===== config.mk =====
export PLATFORM = sky130hd
export DESIGN_NAME = uart_tx
export DESIGN_NICKNAME = d
export VERILOG_FILES = /design/src/rtl/uart_pkg.sv /design/src/rtl/uart_tx_fifo.sv /design/src/rtl/uart_tx.sv
export SDC_FILE = /design/constraint.sdc
export NUM_CORES = 1
export LEC_CHECK = 0
export CAP_MARGIN = 10
export CORE_MARGIN = 10
export CORE_UTILIZATION = 45
export CTS_CLUSTER_SIZE = 30
export DETAILED_ROUTE_END_ITERATION = 12
export PLACE_DENSITY = 0.59
export RECOVER_POWER = 100
export SLEW_MARGIN = 30
export SYNTH_ARGS = -nofsm -noshare
export SYNTH_HDL_FRONTEND = slang
export SYNTH_SLANG_ARGS = --single-unit

===== constraint.sdc =====
create_clock -name clk -period 6.4 [get_ports clk]
set_input_delay 1.28 -clock clk [delete_from_list [all_inputs] [get_ports clk]]
set_output_delay 1.28 -clock clk [all_outputs]
set_load 0.005 [all_outputs]

===== src/rtl/uart_pkg.sv =====
// uart_pkg: shared UART types and defaults; UART_TX_PARITY_EN selects the 11-bit frame
package uart_pkg;
  typedef enum logic [2:0] {IDLE, START, DATA, PARITY, STOP} uart_tx_state_t;
  localparam int UART_CLK_HZ = 50_000_000;
  localparam int UART_BAUD = 9600;
`ifdef UART_TX_PARITY_EN
  localparam int UART_FRAME_BITS = 11;
`else
  localparam int UART_FRAME_BITS = 10;
`endif
endpackage


===== src/rtl/uart_tx_fifo.sv =====
// uart_tx_fifo: byte FIFO with extra-bit pointers so full and empty differ at wrap-around
module uart_tx_fifo #(
  parameter int DEPTH = 4
) (
  input  logic                     clk,
  input  logic                     reset,
  input  logic                     push,
  input  logic                     pop,
  input  logic [7:0]               din,
  output logic [7:0]               dout,
  output logic                     full,
  output logic                     empty,
  output logic [$clog2(DEPTH):0]   count
);
  localparam int AW = $clog2(DEPTH);
  logic [7:0] mem [DEPTH];
  logic [AW:0] wr_ptr, rd_ptr;
  assign count = wr_ptr - rd_ptr;
  assign full = count == (AW+1)'(DEPTH);
  assign empty = wr_ptr == rd_ptr;
  assign dout = mem[rd_ptr[AW-1:0]];
  // storage write; a push while full is dropped even if a pop happens in the same cycle
  always_ff @(posedge clk)
    if (push && !full) mem[wr_ptr[AW-1:0]] <= din;
  // pointer update
  always_ff @(posedge clk) begin
    if (reset) begin
      wr_ptr <= '0;
      rd_ptr <= '0;
    end else begin
      if (push && !full) wr_ptr <= wr_ptr + 1'b1;
      if (pop && !empty) rd_ptr <= rd_ptr + 1'b1;
    end
  end
endmodule


===== src/rtl/uart_tx.sv =====
// uart_tx: FIFO-buffered UART transmitter, 8N1 by default, 8E1 when UART_TX_PARITY_EN is defined
module uart_tx
  import uart_pkg::*;
#(
  parameter int CLK_HZ = UART_CLK_HZ,
  parameter int BAUD = UART_BAUD,
  parameter int FIFO_DEPTH = 4
) (
  input  logic                          clk,
  input  logic                          reset,
  input  logic [7:0]                    tx_data,
  input  logic                          tx_valid,
  output logic                          tx_ready,
  output logic                          uart_txd,
  output logic                          tx_busy,
  output logic [$clog2(FIFO_DEPTH):0]   fifo_count
);
  localparam int DIV = CLK_HZ / BAUD;
  localparam int BW = $clog2(DIV);
  localparam logic [BW-1:0] LAST = BW'(DIV - 1);
  uart_tx_state_t state, state_next;
  logic [BW-1:0] baud_cnt;
  logic [2:0] bit_cnt;
  logic [7:0] shift, head;
  logic full, empty, pop, bit_end, line;
  assign bit_end = baud_cnt == LAST;
  assign tx_ready = !full;
  assign tx_busy = state != IDLE || !empty;
  uart_tx_fifo #(.DEPTH(FIFO_DEPTH)) u_fifo (
    .clk(clk),
    .reset(reset),
    .push(tx_valid && tx_ready),
    .pop(pop),
    .din(tx_data),
    .dout(head),
    .full(full),
    .empty(empty),
    .count(fifo_count)
  );
  // state register
  always_ff @(posedge clk)
    state <= reset ? IDLE : state_next;
  // next state: each non-idle state lasts one bit period; STOP chains straight into START when data waits
  always_comb begin
    state_next = state;
    case (state)
      IDLE:    state_next = empty ? IDLE : START;
      START:   if (bit_end) state_next = DATA;
`ifdef UART_TX_PARITY_EN
      DATA:    if (bit_end && bit_cnt == 3'd7) state_next = PARITY;
      PARITY:  if (bit_end) state_next = STOP;
`else
      DATA:    if (bit_end && bit_cnt == 3'd7) state_next = STOP;
`endif
      STOP:    if (bit_end) state_next = empty ? IDLE : START;
      default: state_next = IDLE;
    endcase
  end
`ifdef UART_TX_PARITY_EN
  logic par_bit;
  // even parity latched from the byte as it leaves the FIFO
  always_ff @(posedge clk)
    par_bit <= reset ? 1'b0 : pop ? ^head : par_bit;
`endif
  // outputs: pop on every entry into START, line level from the current state
  always_comb begin
    pop = !empty && (state == IDLE || (state == STOP && bit_end));
`ifdef UART_TX_PARITY_EN
    line = state == START ? 1'b0 : state == DATA ? shift[0] : state == PARITY ? par_bit : 1'b1;
`else
    line = state == START ? 1'b0 : state == DATA ? shift[0] : 1'b1;
`endif
  end
  // datapath: registered line, baud counter, bit counter and shift register
  always_ff @(posedge clk) begin
    if (reset) begin
      uart_txd <= 1'b1;
      baud_cnt <= '0;
      bit_cnt <= '0;
      shift <= '0;
    end else begin
      uart_txd <= line;
      if (pop) begin
        baud_cnt <= '0;
        bit_cnt <= '0;
        shift <= head;
      end else if (state == IDLE) begin
        baud_cnt <= '0;
      end else begin
        baud_cnt <= bit_end ? '0 : baud_cnt + 1'b1;
        if (bit_end && state == DATA) begin
          shift <= shift >> 1;
          bit_cnt <= bit_cnt + 1'b1;
        end
      end
    end
  end
endmodule


==> Word level (Yosys, flattened, before mapping) <==
Memories as Yosys holds them, arrays and structs flattened. A register that Yosys moved wholly into a read port is not among the register bits.
Cells that the tools add are included.
{ "op_classes": {"n_addsub": 5, "n_eq_ne": 11, "n_reduce_logical": 19, "bitwise_logic": 1, "muxes": 14} }
{ "ops": {"columns": ["cell", "count"], "rows": [
  ["$mux 8", 3],
  ["$add 13x1->13 const B", 1],
  ["$eq 13x13->1 const B", 1],
  ["$pmux 3 s4", 1],
  ["$add 3x1->3 const B", 3],
  ["$eq 3x3->1 const B", 3],
  ["$mux 3", 3],
  ["$logic_and 1x1->1", 7],
  ["$ne 2x2->1 const B", 3],
  ["$mux 1", 5],
  ["$mux 2", 2],
  ["$reduce_and 2->1", 2],
  ["$reduce_or 4->1", 1],
  ["$eq 3x1->1 const B", 1],
  ["$eq 3x2->1 const B", 1],
  ["$eq 3x3->1", 1],
  ["$logic_not 3->1", 1],
  ["$reduce_and 3->1", 1],
  ["$reduce_bool 3->1", 1],
  ["$sub 3x3->3", 1],
  ["$logic_not 1->1", 2],
  ["$logic_or 1x1->1", 2],
  ["$ne 2x1->1 const B", 1],
  ["$reduce_bool 2->1", 1],
  ["other kinds (2)", 2]
]} }
{ "word_totals": {"elab_cells": 58, "inputBits": 11, "output_inout_bits": 6, "ramBits": 32, "memories": 1, "register_bits": 34} }
{ "memory_table": {"columns": ["name", "words", "word_bits", "rd", "rd_ports_with_merged_regs", "wr", "line", "source"], "rows": [
  ["u_fifo.mem", 4, 8, 1, 1, 1, "uart_tx_fifo.sv:16", "logic [7:0] mem [DEPTH];"]
]} }

==> Logic depth before layout (Yosys ltp) <==
{ "logic_depth": {"word_depth": 7, "ltp_mapped": 7, "ltp_nobuf": 6} }

==> By module <==
Synthesis repeated with hierarchy kept, for this count alone.
{ "hier_totals": {"hier_cells": 252, "area_unflattened_um2": 3061.7} }
{ "by_module_without_submodules": {"columns": ["module", "instances", "seq_area_each_um2", "cells_per_inst", "area_per_inst_um2"], "rows": [
  ["uart_tx_fifo", 1, 1121.1, 90, 1636.6],
  ["uart_tx", 1, 560.5, 162, 1425.1]
]} }

==> Worst setup path before layout <==
Ideal clock, no wire load.
{ "synth_path": {"kind": "register to output", "start": "reg u_fifo.wr_ptr[0]", "end": "out tx_ready", "stages_incl_launch_ff": 6, "path_slack_ps": 3693, "required_time_ps": 5120, "arrival_ps": 1427, "cell_sequence": "dfxtp_1 > inv_1 > ha_1 > fa_1 > xnor2_1 > nand3_1"} }
{ "synth_between": {"elab_chain_len": 3} }
{ "synth_rtl": {"columns": ["element", "line", "source"], "rows": [
  ["start: declaration", "uart_tx_fifo.sv:17", "logic [AW:0] wr_ptr, rd_ptr;"],
  ["start signal: assignment", "uart_tx_fifo.sv:31", "if (push && !full) wr_ptr <= wr_ptr + 1'b1;"],
  ["$sub 3x3->3", "uart_tx_fifo.sv:18", "assign count = wr_ptr - rd_ptr;"],
  ["named net fifo_count[2]", "uart_tx.sv:16", "output logic [$clog2(FIFO_DEPTH):0] fifo_count"],
  ["$eq 3x3->1", "uart_tx_fifo.sv:19", "assign full = count == (AW+1)'(DEPTH);"],
  ["$logic_not 1->1", "uart_tx.sv:27", "assign tx_ready = !full;"],
  ["end: declaration", "uart_tx.sv:13", "output logic tx_ready,"]
]} }
The timed path passes the listed nets, and every way through them passes these cells.

==> Worst setup path in the final report <==
{ "layout_path": {"start": "reg u_fifo.wr_ptr[0]", "end": "out tx_ready"} }
{ "layout_between": {"elab_chain_len": 3} }
{ "layout_rtl": {"columns": ["element", "line"], "rows": [
  ["$sub 3x3->3", "uart_tx_fifo.sv:18"],
  ["$eq 3x3->1", "uart_tx_fifo.sv:19"],
  ["$logic_not 1->1", "uart_tx.sv:27"]
]} }
Every way passes these cells.

==> impl_metrics.prom <==
# TYPE chip_impl_metric gauge
chip_impl_metric{name="share_of_the_yosys_chip_area_belonging_to_registers",unit=""} 0.563
chip_impl_metric{name="period_share",unit=""} 0.574
chip_impl_metric{name="critPathArrivalTime",unit="ns"} 2.40
chip_impl_info{name="worst-setup-path-type",value="reg -> out"} 1
chip_impl_metric{name="core_area",unit="µm²"} 6390
chip_impl_metric{name="critPathRequiredTime",unit="ns"} 5.12
chip_impl_metric{name="clock_sink_count",unit=""} 68
chip_impl_metric{name="dr.first_iter.drc_count",unit=""} 80
chip_impl_metric{name="tightest_slew",unit="ns"} 1.15
chip_impl_metric{name="finalCriticalPeriod",unit="ns"} 3.68
chip_impl_metric{name="antenna_fix_cells",unit=""} 0
chip_impl_metric{name="setup-tns-final",unit="ns"} 0
chip_impl_info{name="cts_tree",value="yes"} 1
chip_impl_info{name="first_element_of_the_critical_path",value="u_fifo.wr_ptr[0]"} 1
chip_impl_metric{name="flow.area_growth_from_synthesis",unit="%"} 12.9
chip_impl_metric{name="finClkSkew",unit="ns"} 0.00908
chip_impl_metric{name="drt_pass1_iterations",unit=""} 4
chip_impl_metric{name="dp_cells",unit=""} 319
chip_impl_info{name="timing.hold.worst.class",value="reg -> reg"} 1
chip_impl_metric{name="die_area",unit="µm²"} 10300
chip_impl_metric{name="clk_transition_reported_paths",unit="ns"} 0.08
chip_impl_metric{name="post-dp-hpwl",unit="mm"} 3.54
chip_impl_metric{name="syn_inst",unit=""} 237
chip_impl_metric{name="yosys.cell_types.count",unit=""} 44
chip_impl_metric{name="maxClockFrequency",unit="MHz"} 272
chip_impl_metric{name="ys_seq_elements",unit=""} 68
chip_impl_info{name="timing.hold.worst.start",value="baud_cnt[0]"} 1
chip_impl_metric{name="cts_buffers",unit=""} 9
chip_impl_info{name="run_status",value="completed"} 1
chip_impl_metric{name="path_buf_inv",unit=""} 2
chip_impl_metric{name="wl",unit="mm"} 5.15
chip_impl_metric{name="maxSlewHeadroom",unit=""} 0.236
chip_impl_metric{name="syn_area",unit="µm²"} 2990
chip_impl_metric{name="die_y",unit="µm"} 101
chip_impl_metric{name="cts-root-to-sink-buffers",unit=""} 2
chip_impl_metric{name="grt_remaining_overflow",unit=""} 0
chip_impl_metric{name="design.final.nets",unit=""} 275
chip_impl_info{name="layout.cells.most_common_list",value="sky130_fd_sc_hd__dfxtp_1 (36), sky130_fd_sc_hd__edfxtp_1 (32), sky130_fd_sc_hd__nor2_1 (29), sky130_fd_sc_hd__dlygate4sd3_1 (15), sky130_fd_sc_hd__mux2i_1 (12)"} 1
chip_impl_info{name="timing.critical_path.slowest_stage_cell",value="sky130_fd_sc_hd__dlygate4sd3_1"} 1
chip_impl_metric{name="yosys.area.top_type_share",unit=""} 0.322
chip_impl_metric{name="cts_resized",unit=""} 0
chip_impl_metric{name="antenna_found_initial",unit=""} 0
chip_impl_metric{name="p_comb_frac",unit=""} 0.260
chip_impl_metric{name="start_util",unit=""} 0.468
chip_impl_info{name="cp_cell_sequence",value="inv_1, ha_1, fa_1, xnor2_1, nand3_1, dlygate4sd3_1"} 1
chip_impl_metric{name="drtAntennaViolNets",unit=""} 0
chip_impl_info{name="synth_top_area_cell",value="sky130_fd_sc_hd__edfxtp_1"} 1
chip_impl_metric{name="internal_power",unit="W"} 0.000887
chip_impl_metric{name="seq_power_share",unit=""} 0.451
chip_impl_metric{name="boundary_pins",unit=""} 17
chip_impl_metric{name="htree_num_levels",unit=""} 3
chip_impl_metric{name="report.final.setup_viol",unit=""} 0
chip_impl_metric{name="drt_drc_violations_left",unit=""} 0
chip_impl_metric{name="synth.avg_cell_area",unit="µm²"} 12.6
chip_impl_metric{name="source_to_sink_clock_delay_at_the_later_pin_of_the_worst_skew_pair",unit="ns"} 0.34
chip_impl_metric{name="site_rows",unit=""} 29
chip_impl_metric{name="num-fill-cells",unit=""} 578
chip_impl_metric{name="vias_in_the_first_global_route",unit=""} 1856
chip_impl_metric{name="layout.cells.non_filler",unit=""} 335
chip_impl_info{name="cts-root-buf",value="sky130_fd_sc_hd__clkbuf_8"} 1
chip_impl_metric{name="worst_ir_drop_vdd",unit="mV"} 0.269
chip_impl_metric{name="power.share.switching",unit=""} 0.298
chip_impl_metric{name="die_w",unit="µm"} 101
chip_impl_metric{name="global_route_wire_length_before_repair",unit="mm"} 8.89
chip_impl_metric{name="worst-path-max-fanout",unit=""} 4
chip_impl_metric{name="drive_gt1_frac",unit=""} 0.120
chip_impl_metric{name="cap_viol_max_count",unit=""} 0
chip_impl_metric{name="crit_path_max_incr_delay",unit="ns"} 0.58
chip_impl_metric{name="drt-wirelength-per-cell",unit="µm"} 15.4
chip_impl_metric{name="p_sw",unit="W"} 0.000377
chip_impl_metric{name="asyncSetResetFlopFracSynth",unit=""} 0
chip_impl_metric{name="synth_edf_count",unit=""} 32
chip_impl_metric{name="power.leakage",unit="nW"} 1.22
chip_impl_metric{name="yosys_warnings",unit=""} 0
chip_impl_info{name="synth_flop_cell",value="sky130_fd_sc_hd__dfxtp_1"} 1
chip_impl_metric{name="via_count",unit=""} 1782
chip_impl_metric{name="mappedNetlistNets",unit=""} 259
chip_impl_metric{name="grt_max_degree",unit=""} 29
chip_impl_info{name="cp_top_family",value="buffers and inverters"} 1
chip_impl_metric{name="placer_s_final_routability_congestion_estimate",unit=""} 0.721
chip_impl_metric{name="report.final.hold_viol_count",unit=""} 0
chip_impl_metric{name="number_of_post_cts_setup_repair_buffers",unit=""} 0
chip_impl_info{name="cp-end-kind",value="primary output"} 1
chip_impl_metric{name="grt.total_usage",unit=""} 0.111
chip_impl_info{name="layout.cells.most_common",value="sky130_fd_sc_hd__dfxtp_1"} 1
chip_impl_metric{name="routed_via_density",unit=""} 5.32
chip_impl_metric{name="ctsHoldBuffers",unit=""} 0
chip_impl_info{name="cp-start-kind",value="flop"} 1
chip_impl_info{name="rr_startpoint",value="u_fifo.wr_ptr[0]"} 1
chip_impl_metric{name="power-per-cell-area",unit="nW/µm²"} 375
chip_impl_info{name="rsz0062_at_grt",value="no"} 1
chip_impl_metric{name="max_slew_violation_count",unit=""} 0
chip_impl_metric{name="clkPwrFrac",unit=""} 0.289
chip_impl_metric{name="port-buffer-count",unit=""} 16
chip_impl_info{name="synth_top_cells_by_area",value="sky130_fd_sc_hd__edfxtp_1 (32%), sky130_fd_sc_hd__dfxtp_1 (24%), sky130_fd_sc_hd__mux4_2 (6.0%)"} 1
==> power by group through the flow <==
stage	combinational, W	clock [W]	sequential (W)
5_1_grt	0.000368	0.000394	0.000581
3_5_place_dp	0.000355	0	0.000582
2_1_floorplan	0.000273	0	0.000551
3_3_place_gp	0.000350	0	0.000580
4_1_cts	0.000357	0.000376	0.000572
6_report	0.000329	0.000365	0.000570
==> cells by family after synthesis <==
logic type	Yosys count	share of synthesized area
buffers and inverters	20	0.0331
and+or+nand+nor	79	0.140
xor gates and xnor gates	15	0.0440
AOI/OAI and AO/OA	19	0.0524
DFF	68	0.563
adders and majority gates	11	0.0486
muxes	25	0.119
==> metal layers <==
| metal | share of wire | GRT usage | vias to the layer above |
|---|---|---|---|
| met5 | 0 | 0 | - |
| met4 | 0.012 | 0.0418 | 0 |
| met3 | 0.037 | 0.0388 | 8 |
| met2 | 0.48 | 0.179 | 24 |
| met1 | 0.47 | 0.133 | 858 |
| li1 | - | - | 892 |
==> synthesized netlist by cell type (2+ instances only) <==
master / count
sky130_fd_sc_hd__dfxtp_1: 36
sky130_fd_sc_hd__edfxtp_1: 32
sky130_fd_sc_hd__nor2_1: 29
sky130_fd_sc_hd__mux2i_1: 12
sky130_fd_sc_hd__ha_1: 10
sky130_fd_sc_hd__clkbuf_1: 8
sky130_fd_sc_hd__inv_1: 8
sky130_fd_sc_hd__mux4_2: 8
sky130_fd_sc_hd__xnor2_1: 8
sky130_fd_sc_hd__a221oi_1: 7
sky130_fd_sc_hd__nand2_1: 7
sky130_fd_sc_hd__nand2b_1: 7
sky130_fd_sc_hd__xor2_1: 7
sky130_fd_sc_hd__nand3_1: 6
sky130_fd_sc_hd__mux2_2: 5
sky130_fd_sc_hd__nor3_1: 5
sky130_fd_sc_hd__and2_1: 4
sky130_fd_sc_hd__nand4_1: 4
sky130_fd_sc_hd__nor2b_1: 4
sky130_fd_sc_hd__buf_6: 3
sky130_fd_sc_hd__a31oi_1: 2
sky130_fd_sc_hd__and4_1: 2
sky130_fd_sc_hd__o21bai_1: 2
==> path summary, 6_finish.rpt <==
check             depth (start not counted)               end  slack [ns]
setup / recovery                          6          tx_ready        2.72
hold / removal                            1       baud_cnt[0]        0.47
setup reg to reg                          6  u_fifo.mem[2][0]        3.76
hold reg to reg                           1       baud_cnt[0]        0.47
==> layout make-up <==
cell class / instances / area, µm² / area share
multi-input combinational: 149 / 1190 / 0.354
sequential: 68 / 1680 / 0.499
clock buffer: 11 / 151 / 0.0449
timing repair buffer: 17 / 158 / 0.0468
tap: 77 / 96.3 / 0.0286
clock inverter: 5 / 58.8 / 0.0174
inverter: 8 / 30.0 / 0.00891
==> flip-flops by register name, indices dropped and copies added (netlist names), named ones only <==
register / cells
uart_txd: 1
state: 3
u_fifo.wr_ptr: 3
u_fifo.mem: 32
bit_cnt: 3
baud_cnt: 13
u_fifo.rd_ptr: 3
shift: 8
==> per-stage QoR <==
step           total power, W  hold slack, ns  cell area [µm²]  worst slack (ns)  utilization
2_1_floorplan        0.000824           0.430             2990              3.69            -
3_3_place_gp         0.000930           0.440             3180              3.25        0.498
3_5_place_dp         0.000937           0.458             3180              3.22        0.498
4_1_cts               0.00131           0.475             3390              2.81        0.531
5_1_grt               0.00134           0.509             3370              2.54        0.528
6_report              0.00126           0.472             3370              2.72        0.528
(Power assumes the default switching activity.)
